File: src/rtl/mbe_dot_pkg.sv
// mbe_dot_pkg: shared state encoding, default sizes and accumulator width helper for the dot-product accumulator
package mbe_dot_pkg;
  typedef enum logic [1:0] {INIT, ACCUM, SEND} state_t;
  localparam int DEF_P_WIDTH = 64;
  localparam int DEF_N_TERMS = 8;
  function automatic int acc_width(input int p_width, input int n_terms);
    return p_width + $clog2(n_terms) + 1;
  endfunction
endpackage

File: src/rtl/mbe_dot_accum_fsm.sv
// mbe_dot_accum_fsm: handshake control and term counter; ports clk/rst, i_valid/i_last/i_out_ready in, o_in_ready/o_out_valid registered, o_accept/o_final strobes, o_cnt terms taken so far
module mbe_dot_accum_fsm import mbe_dot_pkg::*; #(
  parameter int N_TERMS = DEF_N_TERMS,
  parameter int CNT_WIDTH = $clog2(N_TERMS + 1)
) (
  input  logic                 clk,
  input  logic                 rst,
  input  logic                 i_valid,
  input  logic                 i_last,
  input  logic                 i_out_ready,
  output logic                 o_in_ready,
  output logic                 o_out_valid,
  output logic                 o_accept,
  output logic                 o_final,
  output logic [CNT_WIDTH-1:0] o_cnt
);
  state_t r_state, w_state;
  logic r_in_ready, w_in_ready, r_out_valid, w_out_valid;
  logic [CNT_WIDTH-1:0] r_cnt, w_cnt;
  assign o_in_ready = r_in_ready;
  assign o_out_valid = r_out_valid;
  assign o_cnt = r_cnt;
  assign o_accept = i_valid && r_in_ready;
  assign o_final = o_accept && (i_last || r_cnt == CNT_WIDTH'(N_TERMS - 1));
  always_comb begin
    w_state = r_state;
    w_in_ready = r_in_ready;
    w_out_valid = r_out_valid;
    w_cnt = r_cnt;
    case (r_state)
      INIT: begin
        w_state = ACCUM;
        w_in_ready = 1'b1;
      end
      ACCUM: begin
        if (o_final) begin
          w_state = SEND;
          w_in_ready = 1'b0;
          w_out_valid = 1'b1;
          w_cnt = '0;
        end else if (o_accept) begin
          w_cnt = r_cnt + CNT_WIDTH'(1);
        end
      end
      SEND: begin
        if (i_out_ready) begin
          w_state = ACCUM;
          w_in_ready = 1'b1;
          w_out_valid = 1'b0;
        end
      end
      default: w_state = INIT;
    endcase
  end
  always_ff @(posedge clk) begin
    if (rst) begin
      r_state <= INIT;
      r_in_ready <= 1'b0;
      r_out_valid <= 1'b0;
      r_cnt <= '0;
    end else begin
      r_state <= w_state;
      r_in_ready <= w_in_ready;
      r_out_valid <= w_out_valid;
      r_cnt <= w_cnt;
    end
  end
endmodule

File: src/rtl/mbe_dot_accum.sv
// mbe_dot_accum: sums up to N_TERMS signed products into one result; ports clk/rst, in_valid/in_ready/in_data/in_last product stream, out_valid/out_ready/out_data/out_count result stream
module mbe_dot_accum import mbe_dot_pkg::*; #(
  parameter int P_WIDTH = DEF_P_WIDTH,
  parameter int N_TERMS = DEF_N_TERMS,
  localparam int ACC_WIDTH = acc_width(P_WIDTH, N_TERMS),
  localparam int CNT_WIDTH = $clog2(N_TERMS + 1)
) (
  input  logic                        clk,
  input  logic                        rst,
  input  logic                        in_valid,
  output logic                        in_ready,
  input  logic signed [P_WIDTH-1:0]   in_data,
  input  logic                        in_last,
  output logic                        out_valid,
  input  logic                        out_ready,
  output logic signed [ACC_WIDTH-1:0] out_data,
  output logic [CNT_WIDTH-1:0]        out_count
);
  logic w_accept, w_final;
  logic [CNT_WIDTH-1:0] w_cnt;
  logic signed [ACC_WIDTH-1:0] r_acc, w_sum;
  assign w_sum = r_acc + {{(ACC_WIDTH-P_WIDTH){in_data[P_WIDTH-1]}}, in_data};
  mbe_dot_accum_fsm #(.N_TERMS(N_TERMS), .CNT_WIDTH(CNT_WIDTH)) u_fsm (
    .clk(clk),
    .rst(rst),
    .i_valid(in_valid),
    .i_last(in_last),
    .i_out_ready(out_ready),
    .o_in_ready(in_ready),
    .o_out_valid(out_valid),
    .o_accept(w_accept),
    .o_final(w_final),
    .o_cnt(w_cnt)
  );
  always_ff @(posedge clk) begin
    if (rst) begin
      r_acc <= '0;
      out_data <= '0;
      out_count <= '0;
    end else if (w_final) begin
      r_acc <= '0;
      out_data <= w_sum;
      out_count <= w_cnt + CNT_WIDTH'(1);
    end else if (w_accept) begin
      r_acc <= w_sum;
    end
  end
endmodule

File: config.mk
export PLATFORM = sky130hd
export DESIGN_NAME = mbe_dot_accum
export DESIGN_NICKNAME = d
export VERILOG_FILES = /design/src/rtl/mbe_dot_pkg.sv /design/src/rtl/mbe_dot_accum_fsm.sv /design/src/rtl/mbe_dot_accum.sv
export SDC_FILE = /design/constraint.sdc
export NUM_CORES = 1
export LEC_CHECK = 0
export ABC_CLOCK_PERIOD_IN_PS = 4000
export CAP_MARGIN = 20
export CORE_MARGIN = 5
export CORE_UTILIZATION = 29
export CTS_CLUSTER_SIZE = 10
export DETAILED_ROUTE_END_ITERATION = 8
export PLACE_DENSITY = 0.49
export SLEW_MARGIN = 25
export SYNTH_ARGS = -nofsm -noshare
export SYNTH_HDL_FRONTEND = slang
export SYNTH_SLANG_ARGS = --single-unit
File: constraint.sdc
create_clock -name clk -period 4 [get_ports clk]
set_input_delay 0.8 -clock clk [delete_from_list [all_inputs] [get_ports clk]]
set_output_delay 0.8 -clock clk [all_outputs]
set_load 0.005 [all_outputs]
* Word-level counts from Yosys, hierarchy flattened
Index checks and enable logic that the tools add are counted.
** Word-level totals
- Register bits :: 148
- Output and inout bits :: 74
- Logic and storage cells :: 37
** Cells by class
- Add/subtract/negate cells :: 2
- Eq/ne operators :: 5
- Multiplexer cells :: 11
- Reductions and logical operators :: 12
** Operators by type and width (number)
- 68-bit adder :: 1
- 4-bit 2-to-1 mux :: 2
- 2-bit one-hot mux with 3 select lines :: 1
- 3-bit AND reduction :: 2
- 4-bit by 1-bit adder with 4-bit output (second input constant) :: 1
- 4-bit by 3-bit == test with 1-bit output (second input constant) :: 1
- 1-bit 2-to-1 mux :: 4
- 2-bit 2-to-1 mux :: 2
- 2-bit AND reduction :: 2
- 2-bit nonzero test :: 2
- 1-bit one-hot mux with 3 select lines :: 1
- 3-bit nonzero test :: 1
- 2-bit by 1-bit == test with 1-bit output (second input constant) :: 1
- 2-bit == test (second input constant) :: 1
- 1-bit logical AND :: 2
- 2-bit zero test :: 1
- 2-bit by 1-bit != test with 1-bit output (second input constant) :: 1
- 2-bit != test (second input constant) :: 1
- 1-bit one-hot mux with 2 select lines :: 1
- 2-bit OR reduction :: 1
- 1-bit logical OR :: 1

* Longest topological paths before layout
Gate-level depths: netlist of the first run.
- Word-level depth :: 5
- Depth in mapped cells :: 12
- Gate-level depth less buffers :: 12

* By module
A second synthesis of the first run with hierarchy kept.
** Unflattened totals
- Cell total of the unflattened synthesis :: 1186
- Area, all modules :: 9854.5 um^2
** By module, submodules not included
- mbe_dot_accum :: times used 1, cells each 1137, area each 9442.8 um^2
- mbe_dot_accum_fsm :: times used 1, cells each 49, area each 411.6 um^2

* Worst setup path after synthesis of the first run
No wires, ideal clock.
- Kind :: in2reg
- Start :: input in_data[0]
- End :: register r_acc[44]
- Setup time :: 117 ps
- Arrival time :: 3363 ps
- Data required time :: 3883 ps
- Path slack :: 520 ps
- Cell stages on the path :: 12
- Path buffers :: 0
- Cell sequence :: ha_1 fa_1 a21o_1 a311o_1 a211o_1 o21ai_1 o21ai_2 a21oi_1 o31a_1 o311ai_1 xor2_1 a32o_1
** On the way
- Word-level cells in the longest chain between the ends :: 1
** RTL lines
- start, declared :: line mbe_dot_accum.sv:12 : input logic signed [P_WIDTH-1:0] in_data,
- 68-bit adder :: line mbe_dot_accum.sv:22 : assign w_sum = r_acc + {{(ACC_WIDTH-P_WIDTH){in_data[P_WIDTH-1]}}, in_data};
- end signal, assigned :: line mbe_dot_accum.sv:45 : r_acc <= w_sum;
- end, declared :: line mbe_dot_accum.sv:21 : logic signed [ACC_WIDTH-1:0] r_acc, w_sum;
No other way between the ends.
A chain may end at the register's enable or synchronous reset.

* Final worst setup path of the first run
Same ends and word-level chain as after synthesis.

==> flow_summary.yaml, run 1 <==
clock_network:
  numCtsBuffers: 17
  holdBufCountCts: 0
  cts_tree: "done"
  cts_max_level: 4
  cts_resized: 0
  cts.sinks: 148
  postCtsSetupRepairBufs: 0
  cts_root_buf: "clkbuf_16"
  insertion_delay_ps: 450
  cts.path.max_buffers: 2
  clkSlewWorstSetupHoldPaths_ps: 70
worst_hold_path:
  hold_depth: 2
  hold_class: "reg -> reg"
  min_to: "out_data[59]"
  worstHoldStart: "out_data[59]"
detailed_routing:
  dr_total_vias: 9362
  via_per_inst: 5.14
  wl_um: 32700
  route.detailed.drc: 0
  ant_nets: 0
  drtIter0Drc: 597
  wl_per_cell_um: 18.0
  drt-pass1-iter-count: 7
timing:
  skew_ps: 15.5
  rsz0062_at_grt: "false"
  fin_crit_ps: 3830
  setup_viol: 0
  relSlewSlack: 0.515
  period_share: 0.958
  slew_viol_final: 0
  finalHoldViolCount: 0
  worstMarginPinSlew_ps: 727
  fmaxAchievable_mhz: 261
  setup_ws_ps: 167
worst_setup_path:
  crit_path_max_fanout: 4
  critPathMaxStageDelay_ps: 410
  rr_startpoint: "r_acc[0]"
  critPathBufInv: 1
  r2r_slack_ps: 650
  crit_type: "in -> reg"
  critical_path_arrival_ps: 4180
  cp-end-kind: "flip-flop"
  reg2reg_to: "r_acc[44]"
  start_kind: "input pin"
  cp_data_required_time_ps: 4340
  r2r_cells: 12
  crit_chain: "clkdlybuf4s50_1 > ha_1 > fa_1 > a21o_1 > a311o_1 > a211o_1 > o21ai_1 > o21ai_2 > a21oi_1 > o31a_1 > o311ai_1 > xor2_1 > a32o_1"
  cp_top_family: "compound AO/OA/AOI/OAI gates"
  slowest_stage: "clkdlybuf4s50_1"
yosys:
  syn_area_per_cell_um2: 7.62
  synth_commonest_cells: "nand2_1, a21oi_1, dfxtp_1, nor2_1, ha_1"
  synth_area_leaders: "dfxtp_1, a21oi_1, nand2_1"
  mappedNetlistArea_um2: 9310
  ys.warnings.count: 0
  synthCells: 1223
  ys.flop_type: "dfxtp_1"
  synthMuxAreaShare: 0.00430
  synthArstFlopShare: 0
  synth_simple_gate_area_share: 0.209
  ys_seq_area_frac: 0.318
  syn_nets: 1361
  synth_top_cell_by_area: "dfxtp_1"
  yosysUniqueCellTypes: 70
  synth_compound_area_frac: 0.273
  synthXorXnorAreaFrac: 0.0630
  synth_top_family_by_area: "compound AO/OA/AOI/OAI gates"
  synth_edf_count: 0
  ys_seq_elements: 148
  yosysMostFrequentCell: "nand2_1"
  yosys.area_share.adder: 0.0935
  synth_top_area_frac: 0.318
die:
  dieArea_um2: 35800
  fp.dieH_um: 189
  start_util: 0.294
  rows: 65
  num_io_pins: 143
  die_w_um: 189
  fp.coreArea_um2: 31600
layout:
  fin_cells: 1823
  antennaDiodeCount: 0
  multi_input_area_um2: 6000
  final_area_um2: 12300
  area.growth.synth_to_final_pct: 32.4
  seqCellArea_um2: 2960
  drive_gt1_frac: 0.110
  fin_nets: 1546
  nFillCells: 3307
grt:
  antenna_found_initial: 0
  grt_max_degree: 55
  grt_pass1_vias: 9370
  grt_usage: 0.182
  gr-total-overflow: 0
  grt_pass1_wl_um: 52100
placement:
  dp_hpwl_um: 24700
  pre_cts_ws_ps: -286
  io_buffers: 142
  dp_cells: 1791
  place_area_um2: 11700
  place_congestion: 0.872
job:
  maxCapViolCount: 0
power_and_ir_drop:
  peakVddDrop_uv: 313
  power_density_nw_per_um2: 348
  p_leak_nw: 4.98
run_status:
  status: "finished clean"
[power breakdown]
part           switching (mW)  internal, mW  leakage (nW)
sequential             0.0393          1.54          1.20
combinational           0.578         0.457          3.49
clock                   0.696         0.983         0.288
total                    1.31          2.98          4.98
[worst min-delay path: cells and delay by family (launching register included)]
family / cells / cell delay [ps]
flops: 1 / 310
simple gates: 2 / 90
[registers in the layout, summed over array words and instances, names as in the netlist]
name               cells
u_fsm.o_cnt            4
u_fsm.o_in_ready       1
u_fsm.o_out_valid      1
u_fsm.r_state          2
out_count              4
out_data              68
r_acc                 68
[cells by family after synthesis]
| family | count (synthesis) |
|---|---|
| xor+xnor | 67 |
| compound gates | 394 |
| simple gates | 444 |
| buf+inv | 97 |
| flops | 148 |
| mux | 4 |
| fa+ha+maj | 69 |
[placed cells by master, fill, tap and decap left out, types with 4 or more instances in the layout]
cell type / n
or3_1: 4
nor2_1: 90
nand2_1: 236
xnor2_1: 42
nand3_1: 16
xor2_1: 25
o211ai_1: 5
ha_1: 68
o31ai_1: 4
or4_1: 5
a32o_1: 8
inv_1: 20
nor3_1: 20
clkdlybuf4s50_1: 141
nor4_1: 6
a21o_1: 39
nor2b_1: 10
and2_1: 5
o21bai_1: 13
a211oi_1: 9
nand4_1: 28
dfxtp_1: 148
o21a_1: 12
a31oi_1: 15
a22o_1: 20
mux2i_1: 4
clkbuf_16: 17
clkinv_4: 4
o21ai_0: 45
buf_4: 99
a21oi_1: 180
[worst max path at each step]
stage | cells past startpoint | startpoint | endpoint | slack [ps]
floorplan | 12 | in_data[0] | r_acc[44] | 520
global placement | 13 | in_data[0] | r_acc[44] | -240
detailed placement | 13 | in_data[0] | r_acc[44] | -290
CTS | 13 | in_data[0] | r_acc[44] | 190
global route | 13 | in_data[0] | r_acc[44] | 10
finish | 13 | in_data[0] | r_acc[44] | 170
[through the flow]
stage | total power, mW | utilization | hold WS (ps) | setup TNS [ps]
CTS | 4.35 | 0.390 | 449 | 0
global route | 4.52 | 0.390 | 471 | 0
floorplan | 2.20 | - | 436 | 0
detailed placement | 2.64 | 0.371 | 438 | -6270
global placement | 2.65 | 0.371 | 434 | -4790
finish | 4.30 | 0.390 | 444 | 0
[routing by layer]
layer / up-vias / track usage / wire [um]
met5: - / 0 / 0
met4: 0 / 0.0412 / 395
met3: 23 / 0.0369 / 1440
met2: 231 / 0.295 / 14700
met1: 4374 / 0.252 / 16300
li1: 4734 / - / -
[layout make-up]
| type | instances | share of cell area |
|---|---|---|
| Clock buffer | 20 | 0.0354 |
| Clock inverter | 12 | 0.0127 |
| Inverter | 20 | 0.00609 |
| Multi-Input combinational cell | 978 | 0.486 |
| Sequential cell | 148 | 0.240 |
| Tap cell | 402 | 0.0408 |
| Timing Repair Buffer | 243 | 0.178 |
No activity file was read; power rests on OpenSTA's default activity.
==> run 2, diff against run 1 <==
--- a/config.mk
+++ b/config.mk
@@ -7,11 +7,10 @@
 export LEC_CHECK = 0
 export ABC_CLOCK_PERIOD_IN_PS = 4000
 export CAP_MARGIN = 20
-export CORE_MARGIN = 5
 export CORE_UTILIZATION = 29
 export CTS_CLUSTER_SIZE = 10
 export DETAILED_ROUTE_END_ITERATION = 8
-export PLACE_DENSITY = 0.49
+export PLACE_DENSITY = 0.47
 export SLEW_MARGIN = 25
 export SYNTH_ARGS = -nofsm -noshare
 export SYNTH_HDL_FRONTEND = slang
==> constraint.sdc (replaced) <==
create_clock -name clk -period 4 [get_ports clk]
set_input_delay 0.4 -clock clk [delete_from_list [all_inputs] [get_ports clk]]
set_output_delay 0.4 -clock clk [all_outputs]
set_load 0.005 [all_outputs]
==> flow_summary.yaml, run 2 (synthesis results as in run 1) <==
detailed_routing:
  ant_nets: 0
  via_per_inst: 5.19
  dr_total_vias: 9087
  route.detailed.drc: 0
  wl_per_cell_um: 17.9
  drt-pass1-iter-count: 4
  drtIter0Drc: 494
  wl_um: 31400
grt:
  gr-total-overflow: 0
  antenna_found_initial: 1
  grt_max_degree: 79
  grt_pass1_wl_um: 50100
  grt_usage: 0.195
  grt_pass1_vias: 8920
layout:
  final_area_um2: 11800
  fin_cells: 1752
  fin_nets: 1475
  drive_gt1_frac: 0.0622
  final_cell_mix: "nand2_1, a21oi_1, dfxtp_1"
  nFillCells: 3326
  largest_registers: "out_data: 68 flops, r_acc: 68 flops"
  antennaDiodeCount: 0
  final_util: 0.373
  final_common_cell: "nand2_1"
  area.growth.synth_to_final_pct: 26.3
timing:
  finalHoldViolCount: 0
  worstMarginPinSlew_ps: 866
  setup_viol: 0
  tns_ps: 0
  rsz0062_at_grt: "false"
  skew_ps: 13.7
  fin_crit_ps: 3550
  slew_viol_final: 0
  relSlewSlack: 0.422
  period_share: 0.888
  setup_ws_ps: 447
  holdWs_ps: 421
  fmaxAchievable_mhz: 281
worst_setup_path:
  slowest_stage: "o21ai_0"
  cp_top_family: "compound AO/OA/AOI/OAI gates"
  cp-end-kind: "flip-flop"
  start_kind: "input pin"
  crit_path_max_fanout: 6
  crit_chain: "clkdlybuf4s50_1 > ha_1 > a21oi_1 > a21oi_1 > o311ai_0 > buf_4 > a31oi_1 > o21ai_0 > nand2_1 > a31o_2 > a21oi_1 > mux2i_1 > o21ai_0"
  critical_path_arrival_ps: 3860
  crit_top_cell: "a21oi_1"
  cp_data_required_time_ps: 4310
  crit_type: "in -> reg"
  critPathBufInv: 2
  critPathMaxStageDelay_ps: 440
power_and_ir_drop:
  power_density_nw_per_um2: 352
  pwr-share-clk: 0.389
  seqPwrFrac: 0.383
  finalPower_mw: 4.14
  p_comb_frac: 0.228
  peakVddDrop_uv: 258
  switching_share: 0.311
  p_leak_nw: 4.64
  p_sw_mw: 1.29
  p_int_mw: 2.85
die:
  rows: 65
  fp.dieH_um: 181
  fp.coreArea_um2: 31600
  num_io_pins: 143
  die_w_um: 181
  dieArea_um2: 32800
  start_util: 0.295
clock_network:
  cts_root_buf: "clkbuf_16"
  insertion_delay_ps: 440
  cts.sinks: 148
  numCtsBuffers: 17
  cts.path.max_buffers: 2
  clkSlewWorstSetupHoldPaths_ps: 70
  holdBufCountCts: 0
  postCtsSetupRepairBufs: 0
  cts_resized: 0
  cts_max_level: 4
  cts_tree: "done"
placement:
  dp_cells: 1720
  dp_hpwl_um: 23200
  pre_cts_ws_ps: 22.2
  place_area_um2: 11200
  io_buffers: 142
  place_congestion: 0.905
job:
  maxCapViolCount: 0
run_status:
  status: "finished clean"
worst_hold_path:
  hold_class: "in -> reg"
-- run 2: cell count changes in the layout (fill, tap and decap cells not counted) --
cell / delta
clkinvlp_4: +1
buf_12: -1
inv_6: -1
buf_4: -70
clkinv_4: +1
a21oi_2: -1
a21oi_1: +1
bufinv_16: -1
-- run 2: final timing paths --
path,end,slack [ps],start,cells after the start
setup / recovery,r_acc[61],450,in_data[9],13
hold / removal,out_data[34],420,rst,2
setup reg to reg,r_acc[61],550,r_acc[9],12
hold reg to reg,out_data[46],450,out_data[46],2
-- run 2: layout make-up --
class,instances,area [um2],share of cell area
clock buffers,20,437,0.0371
clock inverters,12,134,0.0114
inverters,20,75.1,0.00638
multi-input cells,978,6000,0.510
flip-flops and latches,148,2960,0.252
well taps,402,503,0.0428
repair buffers,172,1650,0.141
-- run 2: routing by layer --
| layer | track usage | vias to the layer above | part of all wire |
|---|---|---|---|
| met5 | 0 | - | 0 |
| met4 | 0.0468 | 0 | 0.011 |
| met3 | 0.0397 | 27 | 0.046 |
| met2 | 0.311 | 205 | 0.45 |
| met1 | 0.268 | 4253 | 0.50 |
| li1 | - | 4602 | - |
-- run 2: worst register-to-register path, cell delays in order (launching register included) --
cell,delay [ps]
dfxtp_1,320
ha_1,360
a21oi_1,280
a21oi_1,150
o311ai_0,330
buf_4,180
a31oi_1,150
o21ai_0,440
nand2_1,230
a31o_2,330
a21oi_1,260
mux2i_1,220
o21ai_0,100
-- run 2: power by group through the flow --
stage               combinational [mW]  sequential [mW]  clock [mW]
finish                           0.943             1.58        1.61
CTS                              0.945             1.58        1.66
global route                      1.05             1.59        1.72
floorplan                        0.595             1.61           0
detailed placement               0.939             1.62           0
global placement                 0.944             1.61           0
==> run 3, diff against run 2 <==
--- a/config.mk
+++ b/config.mk
@@ -5,10 +5,9 @@
 export SDC_FILE = /design/constraint.sdc
 export NUM_CORES = 1
 export LEC_CHECK = 0
-export ABC_CLOCK_PERIOD_IN_PS = 4000
 export CAP_MARGIN = 20
 export CORE_UTILIZATION = 29
-export CTS_CLUSTER_SIZE = 10
+export CTS_CLUSTER_SIZE = 14
 export DETAILED_ROUTE_END_ITERATION = 8
 export PLACE_DENSITY = 0.47
 export SLEW_MARGIN = 25
==> results of run 3 <==
No change in the layout: final DEF, timing and power equal those of run 2.
